==> config.mk <==
export PLATFORM = sky130hd
export DESIGN_NAME = st_rr_arbiter
export DESIGN_NICKNAME = d
export VERILOG_FILES = /design/src/rtl/st_arb_pkg.sv /design/src/rtl/st_rr_pick.sv /design/src/rtl/st_rr_arbiter.sv
export SDC_FILE = /design/constraint.sdc
export NUM_CORES = 1
export LEC_CHECK = 0
export CAP_MARGIN = 25
export CORE_AREA = 5 5 498 500
export DETAILED_ROUTE_END_ITERATION = 12
export DIE_AREA = 0 0 503 505
export HOLD_SLACK_MARGIN = 0.12
export PLACE_DENSITY = 0.36
export RECOVER_POWER = 25
export SLEW_MARGIN = 20
export SYNTH_ARGS = -nofsm -noshare
export SYNTH_HDL_FRONTEND = slang
export SYNTH_SLANG_ARGS = --single-unit
==> constraint.sdc <==
create_clock -name clk -period 4.35 [get_ports clk]
set_input_delay 0.6525 -clock clk [delete_from_list [all_inputs] [get_ports clk]]
set_output_delay 0.6525 -clock clk [all_outputs]
set_load 0.03 [all_outputs]
==> src/rtl/st_arb_pkg.sv <==
// Shared types and helpers for the streaming round-robin arbiter family.
package st_arb_pkg;

  typedef enum logic {IDLE, LOCKED} arb_state_t;

  // Index width for n sources; never narrower than one bit.
  function automatic int src_w(input int n);
    return (n > 1) ? $clog2(n) : 1;
  endfunction

endpackage

==> src/rtl/st_rr_pick.sv <==
// Combinational rotate-priority picker: first set request at or after ptr+1, wrapping.
module st_rr_pick
  import st_arb_pkg::*;
#(
  parameter  int NUM_SRC = 4,
  localparam int SRC_W   = src_w(NUM_SRC)
) (
  input  logic [NUM_SRC-1:0] req,
  input  logic [SRC_W-1:0]   ptr,
  output logic [SRC_W-1:0]   sel,
  output logic               any
);

  logic [SRC_W-1:0] cand;

  // Scan from the farthest offset down to ptr+1 so the nearest requester wins last.
  always_comb begin
    // NOTE: every always_comb output gets a default first so no latch is inferred.
    sel  = '0;
    any  = 1'b0;
    cand = '0;
    for (int i = NUM_SRC; i >= 1; i--) begin
      cand = SRC_W'((int'(ptr) + i) % NUM_SRC);
      if (req[cand]) begin
        sel = cand;
        any = 1'b1;
      end
    end
  end

endmodule

==> src/rtl/st_rr_arbiter.sv <==
// Packet-locked round-robin arbiter sharing one streaming sink among NUM_SRC sources,
// with a one-deep registered output stage under full valid/ready backpressure.
module st_rr_arbiter
  import st_arb_pkg::*;
#(
  parameter  int DATA_WIDTH = 256,
  parameter  int NUM_SRC    = 4,
  localparam int SRC_W      = src_w(NUM_SRC)
) (
  input  logic                          clk,
  input  logic                          rst,
  input  logic [NUM_SRC*DATA_WIDTH-1:0] in_data,
  input  logic [NUM_SRC-1:0]            in_valid,
  input  logic [NUM_SRC-1:0]            in_last,
  output logic [NUM_SRC-1:0]            in_ready,
  output logic [DATA_WIDTH-1:0]         out_data,
  output logic                          out_valid,
  output logic                          out_last,
  output logic [SRC_W-1:0]              out_src,
  input  logic                          out_ready,
  output logic                          busy
);

  arb_state_t            state, state_nxt;
  logic [SRC_W-1:0]      ptr, ptr_nxt;
  logic [SRC_W-1:0]      grant, grant_nxt;
  logic [SRC_W-1:0]      pick_sel;
  logic                  pick_any;
  logic                  slot_free;
  logic                  xfer;
  logic [DATA_WIDTH-1:0] src_data [NUM_SRC];

  for (genvar g = 0; g < NUM_SRC; g++) begin : g_unpack
    assign src_data[g] = in_data[g*DATA_WIDTH +: DATA_WIDTH];
  end

  st_rr_pick #(.NUM_SRC(NUM_SRC)) u_pick (
    .req (in_valid),
    .ptr (ptr),
    .sel (pick_sel),
    .any (pick_any)
  );

  // The output slot can take a beat when empty or when it drains this cycle.
  assign slot_free = !out_valid || out_ready;
  assign busy      = (state == LOCKED);
  assign xfer      = busy && slot_free && in_valid[grant];

  always_comb begin
    state_nxt = state;
    ptr_nxt   = ptr;
    grant_nxt = grant;
    in_ready  = '0;
    case (state)
      IDLE: begin
        if (pick_any) begin
          grant_nxt = pick_sel;
          state_nxt = LOCKED;
        end
      end
      LOCKED: begin
        in_ready[grant] = slot_free;
        if (xfer && in_last[grant]) begin
          ptr_nxt   = grant;
          state_nxt = IDLE;
        end
      end
    endcase
  end

  always_ff @(posedge clk) begin
    // NOTE: sequential state uses non-blocking assignments so all flops update together.
    if (rst) begin
      state <= IDLE;
      ptr   <= SRC_W'(NUM_SRC - 1);
      grant <= '0;
    end else begin
      state <= state_nxt;
      ptr   <= ptr_nxt;
      grant <= grant_nxt;
    end
  end

  always_ff @(posedge clk) begin
    // NOTE: the wide data register is reset too, so out_data reads zero after reset.
    if (rst) begin
      out_valid <= 1'b0;
      out_data  <= '0;
      out_last  <= 1'b0;
      out_src   <= '0;
    end else if (xfer) begin
      out_valid <= 1'b1;
      out_data  <= src_data[grant];
      out_last  <= in_last[grant];
      out_src   <= grant;
    end else if (out_ready) begin
      out_valid <= 1'b0;
    end
  end

endmodule

# After elaboration in Yosys (flattened, before gate mapping)
# Index checks and enable logic that the tools add are counted.
classes:
  addsub: 4
  order_cmp: 7
  muxes: 31
  bitwise_logic: 3
  n_reduce_logical: 9
op_table:
  columns: ["operator", "n"]
  rows:
  - ["$bmux W256 S2", 1]
  - ["$mux W256", 2]
  - ["$lt A2 B3 Y1 const B", 5]
  - ["$mux W1", 15]
  - ["$bmux W1 S2", 6]
  - ["$mux W2", 4]
  - ["$add A2 B1 Y2 const B", 2]
  - ["$add A2 B2 Y2 const B", 2]
  - ["$and A4 B4 Y4", 1]
  - ["$logic_and A1 B1 Y1", 4]
  - ["$mux W4", 1]
  - ["$reduce_and A2 Y1", 2]
  - ["$ge A3 B3 Y1 const B", 1]
  - ["$not A2 Y3", 1]
  - ["$demux W1 S2", 1]
  - ["$ge A2 B1 Y1 const B", 1]
  - ["$pmux W1 S2", 1]
  - ["$reduce_bool A2 Y1", 1]
  - ["$logic_not A1 Y1", 1]
  - ["$logic_or A1 B1 Y1", 1]
  - ["$not A1 Y1", 1]
word_totals:
  regBits: 265
  inputBits: 1035
  out_inout_bits: 265
  elab_cells: 61

# Logic depth before layout (Yosys ltp)
# Gate-level depths: netlist (run 1).
depth:
  depth_word: 9
  depth_mapped: 8
  ltp_nobuf: 4

# Hierarchy
# From an unflattened synthesis (run 1), not the netlist that was laid out.
unflattened:
  hier_cells: 1860
  hier_area_um2: 18795.5
by_module_without_submodules:
  columns: ["mod", "instances", "cells_per_inst", "area_per_inst_um2", "seq_area_each_um2"]
  rows:
  - ["st_rr_arbiter", 1, 1846, 18704.2, 5305.1]
  - ["st_rr_pick", 1, 14, 91.3, 0.0]

# Worst setup path after synthesis (run 1)
# No wires, ideal clock.
synth_timing:
  path_kind: "reg2out"
  start: "reg grant[0]"
  end: "out in_ready[1]"
  arrival_time_ps: 1597
  required_ps: 3697
  setup_slack_ps: 2100
  stages_incl_launch_ff: 6
  n_path_buf: 3
  cell_sequence: "dfxtp_1 > buf_2 > buf_2 > buf_2 > inv_1 > nor3_1"
synth_via:
  elab_chain_cells: 6
  elab_cells_between_ends: 7
synth_lines:
  columns: ["item", "line", "text"]
  rows:
  - ["start, declared", "st_rr_arbiter.sv:26", "logic [SRC_W-1:0] grant, grant_nxt;"]
  - ["start signal, assigned", "st_rr_arbiter.sv:80", "grant <= grant_nxt;"]
  - ["$lt A2 B3 Y1 (not written as such) / $ge A2 B1 Y1 (equally long branches)", "st_rr_arbiter.sv:62", "in_ready[grant] = slot_free;"]
  - ["$logic_and A1 B1 Y1 (not written as such)", "st_rr_arbiter.sv:62", null]
  - ["$mux W1 (not written as such)", "st_rr_arbiter.sv:62", null]
  - ["$demux W1 S2 (*)", "st_rr_arbiter.sv:62", null]
  - ["$and A4 B4 Y4 (no source line) (*)", null, null]
  - ["$mux W4 (*)", "st_rr_arbiter.sv:54", "case (state)"]
  - ["end, declared", "st_rr_arbiter.sv:15", "output logic [NUM_SRC-1:0] in_ready,"]
# Mark *: on every way between the ends. The rest lies on a longest branch, timed or not.

# Worst setup path after layout (run 1)
layout_timing:
  start: "in out_ready"
  end: "out in_ready[2]"
layout_via:
  elab_chain_cells: 3
layout_lines:
  columns: ["item", "line", "text"]
  rows:
  - ["start, declared", "st_rr_arbiter.sv:20", "input logic out_ready,"]
  - ["$logic_or A1 B1 Y1", "st_rr_arbiter.sv:45", "assign slot_free = !out_valid || out_ready;"]
  - ["$and A4 B4 Y4 (no source line)", null, null]
  - ["$mux W4", "st_rr_arbiter.sv:54", null]
# Every way passes these cells.

==> results of run 1 <==
==> cells in the mapped netlist, drive strengths merged <==
cell / count
nand2: 516
dfxtp: 265
a21oi: 261
mux4: 257
buf: 95
clkbuf: 51
nor2: 8
inv: 4
mux2i: 4
o21ai: 4
nand3: 3
nor3: 3
nand2b: 2
o221ai: 2
a211o: 1
a211oi: 1
a221o: 1
a2bb2oi: 1
and2: 1
and3: 1
nor2b: 1
nor4: 1
o22a: 1
==> worst min path at each step <==
stage	slack, ns	depth (start not counted)	from	to
after floorplan	0.47	1	ptr[0]	ptr[0]
after global placement	0.44	2	out_data[94]	out_data[94]
after detailed placement	0.45	2	out_data[123]	out_data[123]
after CTS	0.45	2	out_data[123]	out_data[123]
after global routing	0.47	2	out_data[137]	out_data[137]
final	0.45	2	out_data[29]	out_data[29]
==> power by group <==
| part | internal (mW) | leakage (nW) | switching (mW) |
|---|---|---|---|
| combinational | 1.88 | 7.99 | 1.86 |
| sequential | 2.63 | 2.16 | 0.150 |
| clock | 2.44 | 0.758 | 1.55 |
| total | 6.96 | 10.9 | 3.56 |
==> stage by stage <==
step	std cells	utilization [%]	hold WS [ns]	total power, mW	setup WS (ns)
after global routing	5977	13.9	0.465	11.0	0.815
after global placement	5886	13.3	0.444	6.69	0.852
final	6004	14.0	0.451	10.5	0.964
after floorplan	1484	-	0.473	4.42	2.10
after CTS	5965	13.9	0.454	10.8	0.860
after detailed placement	5886	13.3	0.446	6.68	0.805
==> worst reg2reg max path, delay by kind of cell (launching register included) <==
family	cells	cell delay (ns)
flip-flops	1	0.75
multiplexers	1	0.41
AND/OR/NAND/NOR	2	1.17
buffers and inverters	2	0.67
AO/OA/AOI/OAI	1	0.13
==> cell type report <==
cell class              instances  share of cell area, %
repair buffers               1346                   40.2
multi-input cells            1069                   27.4
clock buffers                  53                   3.44
clock inverters                26                   1.17
flip-flops and latches        265                   15.7
inverters                       4                 0.0443
well taps                    3202                   11.8
diodes                         39                  0.288
==> per-layer routing <==
layer | up-vias | wire length (um) | GRT usage [%]
met5 | - | 1550 | 0
met4 | 230 | 4980 | 3.15
met3 | 480 | 33700 | 10.7
met2 | 1384 | 89000 | 24.0
met1 | 9465 | 81400 | 18.5
li1 | 7991 | - | -
==> sequential cells by signal, summed over array words and instances (netlist names) <==
signal     cells
out_src        2
busy           1
out_data     256
grant          2
ptr            2
out_valid      1
out_last       1
==> kinds of logic (layout without fill, tap and decap cells) <==
logic type	after synthesis	in the layout	synth area share (%)
buffers and inverters	150	1429	4.48
DFF	265	265	34.8
muxes	261	261	38.2
other	0	39	0
AOI/OAI and AO/OA	272	272	9.10
and+or+nand+nor	536	536	13.4
==> impl_metrics.tcl, run 1 <==
set metrics [dict create \
    status "complete, no violations" \
    gp_congestion 0.929 \
    cp_num_cells 5 \
    rows 181 \
    numPortBuffers 1299 \
    worst_path_most_repeated_cell "clkdlybuf4s50_1" \
    ant_nets 0 \
    cp-startpoint "out_ready" \
    synth_top_area_share_pct 38.0 \
    cpPeakStageDelay_ns 0.76 \
    crit_buf_inv 2 \
    setup_viol 0 \
    cts_tree "built" \
    cpMaxStageDelayCell "clkdlybuf4s50_1" \
    drtPass1Iterations 5 \
    rsz0062_at_grt "false" \
    grt_overflow 0 \
    syn-cell-area_um2 15200 \
    die_w_um 503 \
    cp_max_fo 5 \
    synth_area_per_cell_um2 10.3 \
    htreeDepth 2 \
    peakVddDrop_mv 0.264 \
    hold_buffers 0 \
    initial_utilization_pct 6.28 \
    drt-vias-per-instance 3.26 \
    cts_buffers 43 \
    die_y_um 505 \
    ys_ff_latch 265 \
    grt_start_max_net_pins 112 \
    design_area_um2 33900 \
    hold_class "register to register" \
    ys_warn_count 0 \
    period_needed_ns 3.39 \
    cpLargestDelayFamily "buffers and inverters" \
    nets 3764 \
    final_common_cell "clkdlybuf4s50_1" \
    num-fill-cells 27430 \
    clkTransAtPathRegs_ns 0.06 \
    most-common-layout-cells "1170 x clkdlybuf4s50_1, 516 x nand2_1, 263 x dfxtp_1" \
    io_pins 1300 \
    drt-total-wl_um 211000 \
    startpoint_type "input pin" \
    grt_pass1_vias 19297 \
    layout-drive-gt1-share_pct 13.8 \
    netlist_instances 1484 \
    detail_route.wl_per_cell_um 35.1 \
    grt_usage_pct 15.8 \
    dp_hpwl_um 188000 \
    end_kind "output pin" \
    period_share_pct 77.8 \
    slew_headroom_pct 9.73 \
    synth_nets 2519 \
    ys_types 27 \
    cp_data_arrival_time_ns 2.73 \
    clock-sinks 265 \
    worst_pin_slew_ns 1.35 \
    root_buffer "clkbuf_16" \
    rr_startpoint "grant[0]" \
    yosys-top-cells-area "mux4_2 38%, dfxtp_1 35%, nand2_1 13%, a21oi_1 8.6%, buf_2 2.6%" \
    post_cts_resized 0 \
    path_cells "clkdlybuf4s50_1, nand2b_1, nand3_1, nor2_1, clkdlybuf4s50_1" \
    final_hold_viol_count 0 \
    slew_violations 0 \
    max_clock_freq_ghz 0.295 \
    ff_latch_area_um2 5310 \
    fin_worst_skew_ns 0.0252 \
    drv_cap 0 \
    synth_top_cell_by_area "mux4_2" \
    cts_setup_buffers 0 \
    insertion_delay_ns 0.64 \
    crit_type "input pin to output pin" \
    timing.setup.tns_ns 0 \
    drcViolationCount 0 \
    dieArea_um2 254000 \
    areaGrowthSynthToFinish_pct 122 \
    p_per_area_nw_per_um2 311 \
    core-area_um2 243000 \
    drt_iter0_markers 1434 \
    clock_path_buffers 3 \
    crit_path_end "in_ready[2]" \
    p_leak_nw 10.9 \
    ys_seq_area_share_pct 34.8 \
    r2r-end "out_data[72]" \
    rrSetupSlack_ns 1.15 \
    place_area_um2 32200 \
    cp.required_ns 3.70 \
    multiInputGateArea_um2 9260 \
    reg2regPathDepth 6 \
    grt_pass1_wl_um 253000 \
    vias 19550 \
    antenna_found_initial 267 \
]
(Power assumes the default switching activity.)
==> run 2, diff against run 1 <==
==> constraint.sdc (replaced) <==
create_clock -name clk -period 3.2 [get_ports clk]
set_input_delay 0.48 -clock clk [delete_from_list [all_inputs] [get_ports clk]]
set_output_delay 0.48 -clock clk [all_outputs]
set_load 0.03 [all_outputs]
==> run 2 against run 1 <==
Effect of this change: cell count rose by 0.92%; sequential power rose by 35%; via count rose by 2.0%; clock power rose by 23%; count of clock-buffer cells in the layout rose by 2; combinational power rose by 39%; largest cell class unchanged; highest routed layer unchanged.
==> impl_metrics.tcl, run 2 (same netlist as run 1, synthesis figures left out) <==
set metrics [dict create \
    cp_data_arrival_time_ns 2.49 \
    slew_headroom_pct 25.3 \
    peakVddDrop_mv 0.314 \
    startpoint_type "input pin" \
    pre_cts_ws_ns 0.243 \
    drtPass1Iterations 5 \
    drt-vias-per-instance 3.29 \
    period_needed_ns 2.97 \
    grt_start_max_net_pins 98 \
    p_switching_mw 4.73 \
    io_pins 1300 \
    largest_reg_flops 256 \
    antenna_found_initial 286 \
    hold_class "input pin to register" \
    rows 181 \
    fin_hold_ws_ns 0.362 \
    max_clock_freq_ghz 0.337 \
    grt_overflow 0 \
    fin_worst_skew_ns 0.0244 \
    grt_pass1_vias 19637 \
    clkTransAtPathRegs_ns 0.05 \
    p_leak_nw 10.6 \
    setup_slack_ns 0.233 \
    grt_pass1_wl_um 253000 \
    holdPathEnd "out_data[202]" \
    cp_max_fo 3 \
    areaGrowthSynthToFinish_pct 123 \
    dieArea_um2 254000 \
    vias 19934 \
    nets 3801 \
    r2r-end "out_data[89]" \
    clockPowerShare_pct 35.4 \
    utilization_pct 14.0 \
    status "complete, no violations" \
    detail_route.wl_per_cell_um 34.7 \
    htreeDepth 2 \
    initial_utilization_pct 6.28 \
    cts_setup_buffers 0 \
    p_per_area_nw_per_um2 409 \
    core-area_um2 243000 \
    rrSetupSlack_ns 0.36 \
    p_int_mw 9.16 \
    post_cts_resized 0 \
    period_share_pct 92.7 \
    worst_pin_slew_ns 1.12 \
    cts_buffers 41 \
    timing.setup.tns_ns 0 \
    reg2regPathDepth 6 \
    hold_path_depth 2 \
    hp-start "rst" \
    drcViolationCount 0 \
    drv_cap 0 \
    layout-drive-gt1-share_pct 14.1 \
    die_y_um 505 \
    hold_buffers 0 \
    die_w_um 503 \
    root_buffer "clkbuf_16" \
    rsz0062_at_grt "false" \
    pwr-share-seq_pct 27.2 \
    clock-sinks 265 \
    dp.cells 5925 \
    most-common-layout-cells "1286 x clkdlybuf4s50_1, 516 x nand2_1, 263 x dfxtp_1" \
    fin_cells 6059 \
    ant_nets 0 \
    cts_tree "built" \
    slew_violations 0 \
    insertion_delay_ns 0.63 \
    drt_iter0_markers 1625 \
    p_sw_share_pct 34.1 \
    final_hold_viol_count 0 \
    grt_usage_pct 15.8 \
    crit_type "input pin to output pin" \
    cp.required_ns 2.72 \
    numPortBuffers 1299 \
    pwr-share-comb_pct 37.4 \
    final_common_cell "clkdlybuf4s50_1" \
    gp_congestion 0.946 \
    clock_path_buffers 3 \
    drt-total-wl_um 210000 \
    rr_startpoint "grant[1]" \
    dp_hpwl_um 190000 \
    largest-register "out_data" \
    setup_viol 0 \
    end_kind "output pin" \
]
-- run 2: cell types whose count changed in the layout (fill, tap and decap cells not counted), moves of 2 or more --
cell / before / now
dlygate4sd3_1: 128 / 7
clkdlybuf4s50_1: 1170 / 1286
clkbuf_1: 6 / 28
diode_2: 39 / 61
buf_4: 28 / 46
buf_12: 19 / 23
bufinv_16: 9 / 5
clkinv_4: 5 / 1
inv_6: 1 / 3
-- run 2: how the worst max path moves through the flow --
stage                        to  cells past startpoint  slack [ns]      start
finish              in_ready[2]                      6        0.23  out_ready
global route        out_data[2]                      6        0.14   grant[0]
CTS                 in_ready[2]                      3        0.20       busy
detailed placement  in_ready[2]                      6        0.24  out_ready
global placement    in_ready[2]                      6        0.23  out_ready
floorplan           in_ready[1]                      5        1.12   grant[0]
-- run 2: worst max-delay path, cell delays in order --
cell             delay, ns
clkdlybuf4s50_1       0.53
buf_12                0.13
nand2b_1              0.19
nand3_1               0.17
nor2_1                0.25
clkdlybuf4s50_1       0.73
-- run 2: final cells by class --
type / instances / area [um2]
inverters: 4 / 15.0
flip-flops and latches: 265 / 5310
multi-input cells: 1069 / 9250
clock inverters: 18 / 238
diodes: 61 / 153
fillers: 27449 / 209000
repair buffers: 1385 / 13900
clock buffers: 55 / 1160
well taps: 3202 / 4010
-- run 2: metal layers --
layer  track usage (%)  part of all wire (%)  vias up
met4              2.80                   2.4      212
met2              24.3                    42     1381
li1                  -                     -     8107
met3              10.3                    16      459
met5                 0                  0.63        -
met1              18.6                    39     9775
-- run 2: through the flow --
stage,area [um2],power (mW)
final,34000,13.9
after global routing,33900,14.5
after CTS,34000,14.3
after detailed placement,32600,9.16
after global placement,32600,9.17
after floorplan,15200,6.01
-- run 2: power by group through the flow --
stage	registers [mW]	logic [mW]	clock network, mW
3_5_place_dp	3.85	5.32	0
3_3_place_gp	3.84	5.33	0
5_1_grt	3.81	5.49	5.23
2_1_floorplan	4.32	1.69	0
4_1_cts	3.78	5.34	5.20
6_report	3.77	5.20	4.92
==> run 3, diff against run 2 <==
--- a/config.mk
+++ b/config.mk
@@ -5,6 +5,7 @@
 export SDC_FILE = /design/constraint.sdc
 export NUM_CORES = 1
 export LEC_CHECK = 0
+export ABC_CLOCK_PERIOD_IN_PS = 3200
 export CAP_MARGIN = 25
 export CORE_AREA = 5 5 498 500
 export DETAILED_ROUTE_END_ITERATION = 12
==> results of run 3 <==
Final layout, timing and power as in run 2 (identical DEF).
